## src/rtl/nn_wb_pkg.sv

```systemverilog
// Shared definitions for the NN peripheral Wishbone responders:
// register offsets, STATUS bit positions and the bus FSM state type.
package nn_wb_pkg;

  localparam logic [31:0] OFF_DATA   = 32'h0;
  localparam logic [31:0] OFF_STATUS = 32'h4;
  localparam logic [31:0] OFF_CTRL   = 32'h8;

  localparam int ST_EMPTY     = 0;
  localparam int ST_FULL      = 1;
  localparam int ST_UNDERFLOW = 2;
  localparam int ST_COUNT_LSB = 8;
  localparam int ST_COUNT_MSB = 15;

  localparam int CTRL_FLUSH = 0;

  typedef enum logic {
    IDLE = 1'b0,
    ACK  = 1'b1
  } wb_state_t;

endpackage

```

## src/rtl/nn_sync_fifo.sv

```systemverilog
// Synchronous FIFO core: storage, pointers and fill count.
// Flush has priority over push and pop. Pops on empty and pushes on
// full are ignored. Read data is the entry at rptr, combinationally.
module nn_sync_fifo #(
  parameter int DEPTH = 8,
  parameter int WIDTH = 32
) (
  input  logic                     clk,
  input  logic                     rst,
  input  logic                     push,
  input  logic [WIDTH-1:0]         wdata,
  input  logic                     pop,
  input  logic                     flush,
  output logic [WIDTH-1:0]         rdata,
  output logic [$clog2(DEPTH):0]   count,
  output logic                     empty,
  output logic                     full
);

  localparam int PW = $clog2(DEPTH);
  localparam int CW = PW + 1;

  logic [WIDTH-1:0] mem [DEPTH];
  logic [PW-1:0]    wptr;
  logic [PW-1:0]    rptr;
  logic             do_push;
  logic             do_pop;

  assign empty   = (count == '0);
  assign full    = (count == CW'(DEPTH));
  assign do_push = push && !full && !flush;
  assign do_pop  = pop && !empty && !flush;
  assign rdata   = mem[rptr];

  // Storage write; contents need no reset.
  always_ff @(posedge clk) begin
    if (do_push) begin
      mem[wptr] <= wdata;
    end
  end

  // Pointer and count bookkeeping; pointers wrap naturally at DEPTH.
  always_ff @(posedge clk or posedge rst) begin
    if (rst) begin
      wptr  <= '0;
      rptr  <= '0;
      count <= '0;
    end else if (flush) begin
      wptr  <= '0;
      rptr  <= '0;
      count <= '0;
    end else begin
      if (do_push) wptr <= wptr + PW'(1);
      if (do_pop)  rptr <= rptr + PW'(1);
      case ({do_push, do_pop})
        2'b10:   count <= count + CW'(1);
        2'b01:   count <= count - CW'(1);
        default: count <= count;
      endcase
    end
  end

endmodule

```

## src/rtl/nn_output_fifo.sv

```systemverilog
// Result-side buffer of the NN peripheral. The NN core pushes results
// over valid/ready; the Wishbone host pops them through a 3-register
// window (DATA, STATUS, CTRL).
//
// state | meaning
// ------+-----------------------------------------------------------
// IDLE  | waiting for a strobe to a decoded address
// ACK   | ack pulse for the access latched on entry; strobe ignored
module nn_output_fifo
  import nn_wb_pkg::*;
#(
  parameter int          DEPTH     = 8,
  parameter logic [31:0] BASE_ADDR = 32'h3000_0100
) (
  input  logic                   clk,
  input  logic                   rst,
  input  logic                   res_valid,
  input  logic [31:0]            res_data,
  output logic                   res_ready,
  input  logic                   wbs_cyc_i,
  input  logic                   wbs_stb_i,
  input  logic                   wbs_we_i,
  input  logic [31:0]            wbs_adr_i,
  input  logic [31:0]            wbs_dat_i,
  output logic [31:0]            wbs_dat_o,
  output logic                   wbs_ack_o,
  output logic                   empty,
  output logic [$clog2(DEPTH):0] count
);

  wb_state_t   state;
  logic        underflow;
  logic        full;
  logic [31:0] fifo_rdata;
  logic        sel_data;
  logic        sel_status;
  logic        sel_ctrl;
  logic        req;
  logic        pop;
  logic        flush;
  logic [31:0] status_word;
  logic [31:0] rd_val;
  logic        unused_dat;

  assign unused_dat = ^wbs_dat_i[31:1];

  assign res_ready  = !full;
  assign sel_data   = (wbs_adr_i == BASE_ADDR + OFF_DATA);
  assign sel_status = (wbs_adr_i == BASE_ADDR + OFF_STATUS);
  assign sel_ctrl   = (wbs_adr_i == BASE_ADDR + OFF_CTRL);
  assign req        = (state == IDLE) && wbs_cyc_i && wbs_stb_i &&
                      (sel_data || sel_status || sel_ctrl);
  assign pop        = req && sel_data && !wbs_we_i;
  assign flush      = req && sel_ctrl && wbs_we_i && wbs_dat_i[CTRL_FLUSH];

  nn_sync_fifo #(
    .DEPTH (DEPTH),
    .WIDTH (32)
  ) u_fifo (
    .clk   (clk),
    .rst   (rst),
    .push  (res_valid && res_ready),
    .wdata (res_data),
    .pop   (pop),
    .flush (flush),
    .rdata (fifo_rdata),
    .count (count),
    .empty (empty),
    .full  (full)
  );

  // STATUS image and read-data select for the access being accepted.
  always_comb begin
    status_word = '0;
    status_word[ST_EMPTY]     = empty;
    status_word[ST_FULL]      = full;
    status_word[ST_UNDERFLOW] = underflow;
    status_word[ST_COUNT_MSB:ST_COUNT_LSB] = 8'(count);

    rd_val = '0;
    if (!wbs_we_i) begin
      if (sel_data && !empty) rd_val = fifo_rdata;
      else if (sel_status)    rd_val = status_word;
    end
  end

  // Bus FSM with registered ack/data and the sticky underflow flag.
  always_ff @(posedge clk or posedge rst) begin
    if (rst) begin
      state     <= IDLE;
      wbs_ack_o <= 1'b0;
      wbs_dat_o <= '0;
      underflow <= 1'b0;
    end else begin
      case (state)
        IDLE: begin
          if (req) begin
            state     <= ACK;
            wbs_ack_o <= 1'b1;
            wbs_dat_o <= rd_val;
            if (pop && empty) begin
              underflow <= 1'b1;
            end else if (sel_status && !wbs_we_i) begin
              underflow <= 1'b0;
            end
          end
        end
        ACK: begin
          state     <= IDLE;
          wbs_ack_o <= 1'b0;
        end
        default: begin
          state     <= IDLE;
          wbs_ack_o <= 1'b0;
        end
      endcase
    end
  end

endmodule

```

## config.mk

```make
export PLATFORM = sky130hd
export DESIGN_NAME = nn_output_fifo
export DESIGN_NICKNAME = d
export VERILOG_FILES = /design/src/rtl/nn_wb_pkg.sv /design/src/rtl/nn_sync_fifo.sv /design/src/rtl/nn_output_fifo.sv
export SDC_FILE = /design/constraint.sdc
export NUM_CORES = 1
export LEC_CHECK = 0
export ABC_CLOCK_PERIOD_IN_PS = 5490
export BUFFER_PORTS_ARGS = -buffer_cell sky130_fd_sc_hd__buf_2
export CAP_MARGIN = 15
export CORE_ASPECT_RATIO = 1.1
export CORE_MARGIN = 2
export CORE_UTILIZATION = 50
export DETAILED_ROUTE_END_ITERATION = 16
export PLACE_DENSITY = 0.7
export SYNTH_ARGS = -nofsm -noshare
export SYNTH_HDL_FRONTEND = slang
export SYNTH_HIERARCHICAL = 1
export SYNTH_SLANG_ARGS = --single-unit
export TNS_END_PERCENT = 1
```

## constraint.sdc

```tcl
create_clock -name clk -period 5.49 [get_ports clk]
set_input_delay 0.8235 -clock clk [delete_from_list [all_inputs] [get_ports clk]]
set_output_delay 0.8235 -clock clk [all_outputs]
set_load 0.05 [all_outputs]
```

; Yosys cells after proc, flatten, opt, wreduce, memory -nomap -nowiden
; Memory sizes are Yosys's and may differ from the RTL's.
; Cells that the tools add are included.
[totals]
regBits = 45
mem_bits_rw = 256
inputBits = 102
output_inout_bits = 39
word_cells = 66
mem_count = 1
[mem_list]
columns = name, words, width, rd, rd_clocked_by_memory_dff, write_ports, line_no
row1 = u_fifo.mem, 8, 32, 1, 0, 1, nn_sync_fifo.sv:23  ; logic [WIDTH-1:0] mem [DEPTH];
[op_classes]
addsub = 4
eq_ne = 7
mux = 17
bitwise = 1
reduce_logical = 29
[ops]
columns = cell, count
row1 = $eq A32 B30 Y1 const B, 3
row2 = $mux W32, 2
row3 = $logic_and A1 B1 Y1, 16
row4 = $mux W12, 1
row5 = $mux W3, 4
row6 = $pmux W4 S2, 1
row7 = $add A3 B1 Y3 const B, 2
row8 = $mux W1, 6
row9 = $reduce_bool A2 Y1, 3
row10 = $add A4 B1 Y4 const B, 1
row11 = $eq A4 B4 Y1 const B, 1
row12 = $logic_not A1 Y1, 4
row13 = $logic_not A4 Y1, 1
row14 = $mux W4, 1
row15 = $pmux W1 S2, 2
row16 = $sub A4 B1 Y4 const B, 1
row17 = $reduce_and A3 Y1, 1
row18 = $reduce_bool A3 Y1, 1
row19 = $eq A2 B1 Y1 const B, 1
row20 = $eq A2 B2 Y1 const B, 1
row21 = $logic_or A1 B1 Y1, 2
row22 = $ne A2 B2 Y1 const B, 1
row23 = $reduce_and A2 Y1, 1
row24 = $not A1 Y1, 1

; Longest topological paths before layout
; Gate-level depths: netlist of the first run.
[depth]
word_depth = 12
ltp_mapped = 13
mapped_depth_nobuf = 12

; Cells and area by module
; The synthesis of the first run kept the hierarchy.
[modules_own_cells]
columns = mod, instances, cells_per_inst, area_per_inst_um2
row1 = nn_sync_fifo, 1, 449, 10298.6
row2 = nn_output_fifo, 1, 183, 1740.4

; Least setup slack after synthesis of the first run
; No wires, ideal clock.
[synth_path]
path_type = input to register
startpoint = input port wbs_adr_i[31]
endpoint = memory u_fifo.mem[0][0], enable pin
setup_time_ns = 0.461
arrival_ns = 4.361
required_time_ns = 5.029
setup_slack_ns = 0.668
path_stages = 8
path_buffers = 2
cell_sequence = and4bb_2 nand4_2 or4_1 buf_2 buf_2 nor2_1 or3_1 nor3_1
[synth_between]
elab_chain_cells = 11
word_cells_on_any_way = 13
cone_classes = 3 x eq/ne / 2 x mux / 8 x reduce/logical
[synth_lines]
columns = element, line_no
row1 = start: declaration, nn_output_fifo.sv:23  ; input logic [31:0] wbs_adr_i,
row2 = $eq A32 B30 Y1 (on tied branches), "nn_output_fifo.sv:48, nn_output_fifo.sv:49"
row3 = $logic_or A1 B1 Y1 (2 in series), nn_output_fifo.sv:52  ; (sel_data || sel_status || sel_ctrl);
row4 = $logic_and A1 B1 Y1, nn_output_fifo.sv:51  ; assign req = (state == IDLE) && wbs_cyc_i && wbs_stb_i &&
row5 = $logic_and A1 B1 Y1 * (3 in series), nn_output_fifo.sv:54  ; assign flush = req && sel_ctrl && wbs_we_i && wbs_dat_i[CTRL_FLUSH];
row6 = via flush, nn_output_fifo.sv:40  ; logic flush;
row7 = $logic_not A1 Y1 *, nn_sync_fifo.sv:31  ; assign do_push = push && !full && !flush;
row8 = $logic_and A1 B1 Y1 *, nn_sync_fifo.sv:31
row9 = $mux W1 *, nn_sync_fifo.sv:37  ; if (do_push) begin
row10 = $mux W1 (implied by the code) *, nn_sync_fifo.sv:38  ; mem[wptr] <= wdata;
row11 = end: declaration, nn_sync_fifo.sv:23
; The timed path passes the listed nets; every way through them passes the cells marked *.

; Worst setup path in the final report of the first run
[layout_path]
startpoint = input port wbs_adr_i[9]
endpoint = register u_fifo.count[3]
[layout_between]
word_cells_on_any_way = 20
cone_classes = 5 x eq/ne / 2 x mux / 13 x reduce/logical
[layout_lines]
columns = element, line_no
row1 = $eq A32 B30 Y1 (on tied branches), "nn_output_fifo.sv:48, nn_output_fifo.sv:49"
row2 = $logic_or A1 B1 Y1 (2 in series), nn_output_fifo.sv:52
row3 = $logic_and A1 B1 Y1, nn_output_fifo.sv:51
row4 = $logic_and A1 B1 Y1 * (2 in series), nn_output_fifo.sv:53  ; assign pop = req && sel_data && !wbs_we_i;
row5 = via pop, nn_output_fifo.sv:39  ; logic pop;
row6 = $logic_and A1 B1 Y1 * (2 in series), nn_sync_fifo.sv:32  ; assign do_pop = pop && !empty && !flush;
row7 = $eq A2 B1 Y1 or $eq A2 B2 Y1 (tied branches), nn_sync_fifo.sv:55  ; case ({do_push, do_pop})
row8 = $pmux W4 S2, nn_sync_fifo.sv:55
row9 = $mux W4, nn_sync_fifo.sv:48  ; end else if (flush) begin
row10 = end signal: assignment, nn_sync_fifo.sv:56  ; 2'b10: count <= count + CW'(1);
row11 = end signal: assignment, nn_sync_fifo.sv:57  ; 2'b01: count <= count - CW'(1);
row12 = end signal: assignment, nn_sync_fifo.sv:58  ; default: count <= count;
row13 = end: declaration, nn_sync_fifo.sv:15  ; output logic [$clog2(DEPTH):0] count,
; Marked as above.
; A chain may end at the register's enable or synchronous reset.

==> key figures, run 1 <==
Placed design
  • Cells after DPL: 1,031
  • Weighted congestion reported at the end of routability-driven placement: 0.8712
  • Minimum setup slack after placement: 874.0 ps
  • Detailed Place HPWL: 15.22 mm
  • Cell area after placement: 0.01304 sq mm
  • Count of buffers from port buffering: 109

Floorplanning
  • Die span in x: 152.0 microns
  • Area of the core: 0.02362 sq mm
  • Number of top-level pins: 141
  • Floorplan die height: 166.7 microns
  • # rows: 59
  • Die Outline Area: 0.02534 sq mm
  • Effective utilization at floorplan: 0.5096

Power and ir drop
  • Sum of internal, switching and leakage power: 5.675 mW
  • Ratio of total power to cell area: 403.5 mW/mm^2
  • Pleak: 4.839 nW
  • Largest vdd supply drop: 348.1 uV

Clock tree
  • Clock buffers created by TritonCTS: 29
  • Hold-fix buffer count after cts: 0
  • Clk Latency, worst-skew pair: 530 ps
  • Bufs on Longest Clock Path: 3
  • Clock transition at the register clock pins on the worst setup and hold paths after CTS: 60 ps
  • Number of clock sinks seen by CTS: 301
  • Root Buffer: sky130_fd_sc_hd__clkbuf_16
  • CTS tree: done
  • Post CTS Setup Buffer Count: 0
  • Number of gates given a new drive strength after cts: 0
  • Level count of the clock H-tree: 1

Yosys
  • Most common flop cell mapped by yosys: sky130_fd_sc_hd__edfxtp_1
  • Net Count, Synth: 739
  • Post-Synthesis Cell Area: 0.01204 sq mm
  • Sequential cell area fraction in the yosys report: 0.7321
  • Average cell area after synthesis: 19.05 sq um
  • Share of synthesized registers carrying an async set or reset: 0.1495
  • Cell type with the highest aggregate area in the netlist: sky130_fd_sc_hd__edfxtp_1
  • Portion of synthesized cell area occupied by the leading cell type: 0.6385
  • Yosys Warn Count: 6
  • Number of synthesized register bits: 301
  • EDFF count, synth: 256
  • Synth area leaders: sky130_fd_sc_hd__edfxtp_1 (64%), sky130_fd_sc_hd__mux4_2 (12%), sky130_fd_sc_hd__dfrtp_1 (9.4%), sky130_fd_sc_hd__mux2_2 (3.0%), sky130_fd_sc_hd__o31ai_1 (2.3%)
  • Instance count of the mapped netlist: 632
  • Distinct cells, synth: 51

Critical path
  • Data required time of the worst path: 5960 ps
  • Endpoint class of the critical path: register
  • Cell-by-cell trace of the critical path: buf_2 -> nor4_1 -> nand4_1 -> or2_1 -> nor3_1 -> o41ai_4 -> a21oi_2 -> nor2b_1 -> ha_1 -> a21o_1 -> a2111oi_0 -> mux2i_1 -> or3b_1
  • Worst Setup Start Kind: input port
  • Highest net fanout along the worst path: 8
  • Slowest library cell on the worst path: sky130_fd_sc_hd__nor3_1
  • Stage delay of the slowest cell on the critical path: 650 ps
  • Arrival time at the worst endpoint: 4610 ps
  • Crit Path Class: in2reg

Finish
  • Summed area of non-filler cells in the final layout: 0.01406 sq mm
  • Final instance count without filler cells: 1,084
  • Utilization of the core after routing: 0.5953
  • Number of inserted filler cells in the final layout: 1,698
  • Share of post-route cells with drive strength above 1: 0.3817
  • Most common cell after layout, fill and taps aside: sky130_fd_sc_hd__edfxtp_1
  • Layout area overhead: 16.80%
  • Commonest non-fill, non-tap cells in the layout: sky130_fd_sc_hd__edfxtp_1 (256), sky130_fd_sc_hd__buf_2 (109), sky130_fd_sc_hd__mux4_2 (64)
  • # nets final: 864

Global routing
  • Global-route wire length before repair: 39.21 mm
  • Largest net degree at the start of global routing: 43
  • Global routing usage summed across all routing layers: 0.1997
  • Initial antenna violation count: 1
  • Vias in the first global route: 6,698
  • GR Overflow Total: 0

Run status
  • Status: finished, final reports clean

STA
  • Max Slew Vio Count: 0
  • Period utilisation layout: 0.7549
  • Slew at the pin with the worst max-slew slack: 912.1 ps
  • Min Clock Period, post-route: 4145 ps
  • Setup violations, final: 0
  • RSZ-0062 raised after global routing: no
  • Achievable clock frequency: 241.3 MHz
  • Final hold viol count: 0
  • Worst setup margin: 1345 ps
  • Tightest hold margin: 288.0 ps
  • Max-slew headroom: 0.3905
  • Clock tree skew after final layout: 10.64 ps
  • Post-route setup TNS: 0 ps

Job
  • MaxCap Viol Count: 0

Route
  • DRT iter0 DRCs: 494
  • Number of iterations in the first detailed-routing pass: 5
  • Antenna Violating Nets Remaining: 0
  • Routed wire length: 25.20 mm
  • Post-detailed-route wirelength per cell: 23.24 microns
  • Via/cell ratio: 5.899
  • Remaining design rule violation count: 0
  • DR vias: 6,395

Hold path
  • Hold/Removal Path Class: in2async
==> cell families after synthesis <==
group,count (synthesis),synth area share
DFF,301,0.7321
and+or+nand+nor,87,0.03835
adders and majority gates,5,0.005820
xor gates and xnor gates,6,0.004366
buffers and inverters,49,0.01746
AOI/OAI and AO/OA,84,0.04885
muxes,100,0.1531
==> report_power, final <==
group / total [mW] / internal [mW] / switching, mW / leakage (nW)
clock: 2.07 / 1.28 / 0.787 / 0.505
combinational: 0.676 / 0.224 / 0.452 / 1.41
sequential: 2.93 / 2.80 / 0.124 / 2.92
total: 5.67 / 4.31 / 1.36 / 4.84
==> worst max-delay path, delay by kind of cell <==
family	cells	cell delay [ps]
AND/OR/NAND/NOR	6	2190
AO/OA/AOI/OAI	4	1090
adder cells (fa/ha/maj)	1	280
multiplexers	1	120
buffers and inverters	1	100
==> synth_stat cells, drive strengths merged, types with 2 or more instances <==
master,instances
o41ai,2
a22oi,6
buf,13
nand2,34
nand4,4
ha,4
nand4b,2
o21ai,27
nor2b,3
o31ai,37
dfrtp,45
mux2,33
mux2i,3
xnor2,3
edfxtp,256
a211oi,4
mux4,64
inv,10
nand2b,2
nor3,4
xor2,3
a21oi,4
nor2,17
clkbuf,26
nand3,3
nor4,9
==> sequential cells by signal, summed over array words and instances (netlist names) <==
| register | count |
|---|---|
| state | 1 |
| u_fifo/count | 4 |
| wbs_dat_o | 32 |
| u_fifo/rptr | 3 |
| underflow | 1 |
| u_fifo/wptr | 3 |
| wbs_ack_o | 1 |
| u_fifo/mem | 256 |
==> layer usage <==
layer	share of wire	wire length, microns	global-route usage	up-vias
li1	-	-	-	2813
met1	0.41	10440	0.2730	3310
met3	0.057	1434	0.02758	36
met2	0.51	12840	0.3425	236
met4	0.019	481	0.05282	0
met5	0	0	0	-
==> worst paths after layout <==
path                            slack [ps]           endpoint  cells after the start       startpoint
min in group clk                       470          wbs_ack_o                      1            state
worst max-delay path                  1350    u_fifo/count[3]                     13     wbs_adr_i[9]
worst min-delay path                   290     u_fifo/wptr[2]                      2              rst
worst min register to register         470          wbs_ack_o                      1            state
max in group asynchronous             4720      wbs_dat_o[20]                      3              rst
worst max register to register        1700  u_fifo/mem[4][27]                      7  u_fifo/count[0]
==> cell type report <==
cell class | count | area (sq um) | area share
Clock buffer | 40 | 827.0 | 0.05881
Sequential cell | 301 | 8818 | 0.6271
Timing Repair Buffer | 133 | 725.7 | 0.05161
Tap cell | 305 | 381.6 | 0.02714
Antenna cell | 1 | 2.502 | 0.0001780
Clock inverter | 12 | 192.7 | 0.01370
Inverter | 10 | 37.54 | 0.002669
Multi-Input combinational cell | 282 | 3077 | 0.2188
No activity file was read; power rests on OpenSTA's default activity.
==> inputs of run 2 (changes only) <==
--- a/config.mk
+++ b/config.mk
@@ -5,7 +5,7 @@
 export SDC_FILE = /design/constraint.sdc
 export NUM_CORES = 1
 export LEC_CHECK = 0
-export ABC_CLOCK_PERIOD_IN_PS = 5490
+export ABC_CLOCK_PERIOD_IN_PS = 3900
 export BUFFER_PORTS_ARGS = -buffer_cell sky130_fd_sc_hd__buf_2
 export CAP_MARGIN = 15
 export CORE_ASPECT_RATIO = 1.1
==> constraint.sdc (replaced) <==
create_clock -name clk -period 3.9 [get_ports clk]
set_input_delay 0.585 -clock clk [delete_from_list [all_inputs] [get_ports clk]]
set_output_delay 0.585 -clock clk [all_outputs]
set_load 0.05 [all_outputs]
==> key figures, run 2 (same netlist as run 1, synthesis figures left out) <==
Finish
  • # nets final: 873 (+1.0%)
  • Most common cell after layout, fill and taps aside: sky130_fd_sc_hd__edfxtp_1
  • Number of inserted diodes: 0 (-1)
  • Register with the most flip-flops: u_fifo/mem
  • Share of post-route cells with drive strength above 1: 0.3883 (+0.006577)
  • Layout area overhead: 16.85% (about the same)
  • Number of flip-flops in the largest register: 256 (unchanged)
  • Summed area of non-filler cells in the final layout: 0.01407 sq mm (about the same)
  • Utilization of the core after routing: 0.5955 (about the same)
  • Registers with the most flip-flops: u_fifo/mem: 256 flops, wbs_dat_o: 32 flops, u_fifo/count: 4 flops
  • Commonest non-fill, non-tap cells in the layout: sky130_fd_sc_hd__edfxtp_1 (256), sky130_fd_sc_hd__buf_2 (109), sky130_fd_sc_hd__mux4_2 (64)

Floorplanning
  • Die span in x: 152.0 microns (unchanged)
  • Effective utilization at floorplan: 0.5096 (unchanged)
  • Floorplan die height: 166.7 microns (unchanged)
  • # rows: 59 (unchanged)
  • Die Outline Area: 0.02534 sq mm (unchanged)
  • Number of top-level pins: 141 (unchanged)
  • Area of the core: 0.02362 sq mm (unchanged)

Clock tree
  • Number of clock sinks seen by CTS: 301 (unchanged)
  • CTS tree: done
  • Hold-fix buffer count after cts: 0 (unchanged)
  • Clock transition at the register clock pins on the worst setup and hold paths after CTS: 60 ps (about the same)
  • Number of gates given a new drive strength after cts: 0 (unchanged)
  • Clock buffers created by TritonCTS: 29 (unchanged)
  • Clk Latency, worst-skew pair: 540 ps (about the same)
  • Bufs on Longest Clock Path: 3 (unchanged)
  • Level count of the clock H-tree: 1 (unchanged)
  • Post CTS Setup Buffer Count: 0 (unchanged)
  • Root Buffer: sky130_fd_sc_hd__clkbuf_16

Critical path
  • Crit Path Class: in2reg
  • Top Family by Delay on Critical Path: simple AND/OR/NAND/NOR gates
  • Cell-by-cell trace of the critical path: buf_2 -> nor4_1 -> nand4_1 -> or2_1 -> nor3_1 -> buf_4 -> o41ai_4 -> a21oi_2 -> nor2b_1 -> ha_1 -> a21o_1 -> a2111oi_0 -> mux2i_1 -> or3b_1
  • Stage delay of the slowest cell on the critical path: 460 ps (-190 ps)
  • Slowest library cell on the worst path: sky130_fd_sc_hd__nor4_1
  • Data required time of the worst path: 4370 ps (-1590 ps)
  • Endpoint class of the critical path: register
  • Arrival time at the worst endpoint: 3850 ps (-760 ps)
  • CP bufs+invs: 2 (+1)
  • Highest net fanout along the worst path: 8 (unchanged)
  • Worst Setup Start Kind: input port

Route
  • DR vias: 6,376 (-0.30%)
  • Routed wire length: 25.21 mm (about the same)
  • Number of iterations in the first detailed-routing pass: 7 (+2)
  • Via/cell ratio: 5.833 (-1.1%)
  • Antenna Violating Nets Remaining: 0 (unchanged)
  • Post-detailed-route wirelength per cell: 23.07 microns (-0.77%)
  • Remaining design rule violation count: 0 (unchanged)
  • DRT iter0 DRCs: 457 (-7.5%)

STA
  • Max-slew headroom: 0.2955 (-0.09498)
  • Slew at the pin with the worst max-slew slack: 1057 ps (+144.6 ps)
  • Min Clock Period, post-route: 3380 ps
  • Period utilisation layout: 0.8666
  • RSZ-0062 raised after global routing: no
  • Final hold viol count: 0 (unchanged)
  • Achievable clock frequency: 295.9 MHz
  • Setup violations, final: 0 (unchanged)
  • Max Slew Vio Count: 0 (unchanged)
  • Clock tree skew after final layout: 14.31 ps (+3.670 ps)

Placed design
  • Cell area after placement: 0.01314 sq mm (+0.76%)
  • Count of buffers from port buffering: 109 (unchanged)
  • Weighted congestion reported at the end of routability-driven placement: 0.8970 (+3.0%)
  • Detailed Place HPWL: 15.45 mm (+1.5%)

Power and ir drop
  • Ratio of total power to cell area: 554.4 mW/mm^2 (+37%)
  • Pleak: 4.829 nW (-0.21%)
  • Largest vdd supply drop: 290.7 uV (-17%)

Global routing
  • Initial antenna violation count: 1 (unchanged)
  • Global-route wire length before repair: 39.76 mm (+1.4%)
  • GR Overflow Total: 0 (unchanged)
  • Vias in the first global route: 6,845 (+2.2%)
  • Global routing usage summed across all routing layers: 0.2022 (+0.002485)
  • Largest net degree at the start of global routing: 40 (-7.0%)

Run status
  • Status: finished, final reports clean

Job
  • MaxCap Viol Count: 0 (unchanged)

Hold path
  • Hold/Removal Path Class: in2async
## run 2: power breakdown
group          switching, mW  internal (mW)
sequential             0.114           3.95
combinational          0.710          0.350
clock                   1.15           1.52
## run 2: through the flow
| stage | setup WS [ps] | hold WS [ps] | cells | power [mW] | setup TNS, ps |
|---|---|---|---|---|---|
| floorplan | -593.1 | 415.6 | 632 | 4.724 | -19830 |
| global placement | 123.6 | 436.1 | 1040 | 5.130 | 0 |
| detailed placement | -29.50 | 459.4 | 1040 | 5.194 | -29.50 |
| CTS | 506.9 | 36.85 | 1093 | 7.859 | 0 |
| global route | 98.36 | 74.84 | 1093 | 8.088 | 0 |
| finish | 520.2 | 49.62 | 1093 | 7.798 | 0 |
## run 2: worst paths after layout
| check | slack (ps) | from | cells past startpoint | endpoint |
|---|---|---|---|---|
| setup / recovery | 520 | wbs_adr_i[9] | 14 | u_fifo/count[3] |
| hold / removal | 50 | rst | 2 | u_fifo/count[1] |
| setup reg to reg | 720 | u_fifo/count[2] | 10 | u_fifo/count[3] |
| hold reg to reg | 460 | state | 1 | wbs_ack_o |
| max in group asynchronous | 3010 | rst | 3 | wbs_dat_o[21] |
| min in group clk | 310 | res_data[7] | 1 | u_fifo/mem[4][7] |
## run 2: layout make-up
| type | instances | area [sq um] |
|---|---|---|
| Clock inverter | 20 | 177.7 |
| Multi-Input combinational cell | 282 | 3083 |
| Tap cell | 305 | 381.6 |
| Clock buffer | 33 | 750.7 |
| Timing Repair Buffer | 142 | 818.3 |
| Inverter | 10 | 37.54 |
| Fill cell | 1672 | 9555 |
| Sequential cell | 301 | 8818 |
## run 2: per-layer routing
layer | share of wire | routed length, microns | global-route usage | up-vias
li1 | - | - | - | 2833
met1 | 0.41 | 10270 | 0.2622 | 3293
met2 | 0.52 | 13130 | 0.3643 | 218
met3 | 0.058 | 1451 | 0.02966 | 30
met4 | 0.013 | 340 | 0.04551 | 2
met5 | 0.00044 | 11 | 0 | -
## run 2: worst reg2reg max path, cell delays in order (launching register included)
cell                        delay [ps]
sky130_fd_sc_hd__dfrtp_1           370
sky130_fd_sc_hd__or4b_1            700
sky130_fd_sc_hd__inv_1             170
sky130_fd_sc_hd__nor2b_1           160
sky130_fd_sc_hd__a21oi_2           200
sky130_fd_sc_hd__nor2b_1           280
sky130_fd_sc_hd__ha_1              290
sky130_fd_sc_hd__a21o_1            200
sky130_fd_sc_hd__a2111oi_0         450
sky130_fd_sc_hd__mux2i_1           120
sky130_fd_sc_hd__or3b_1            180
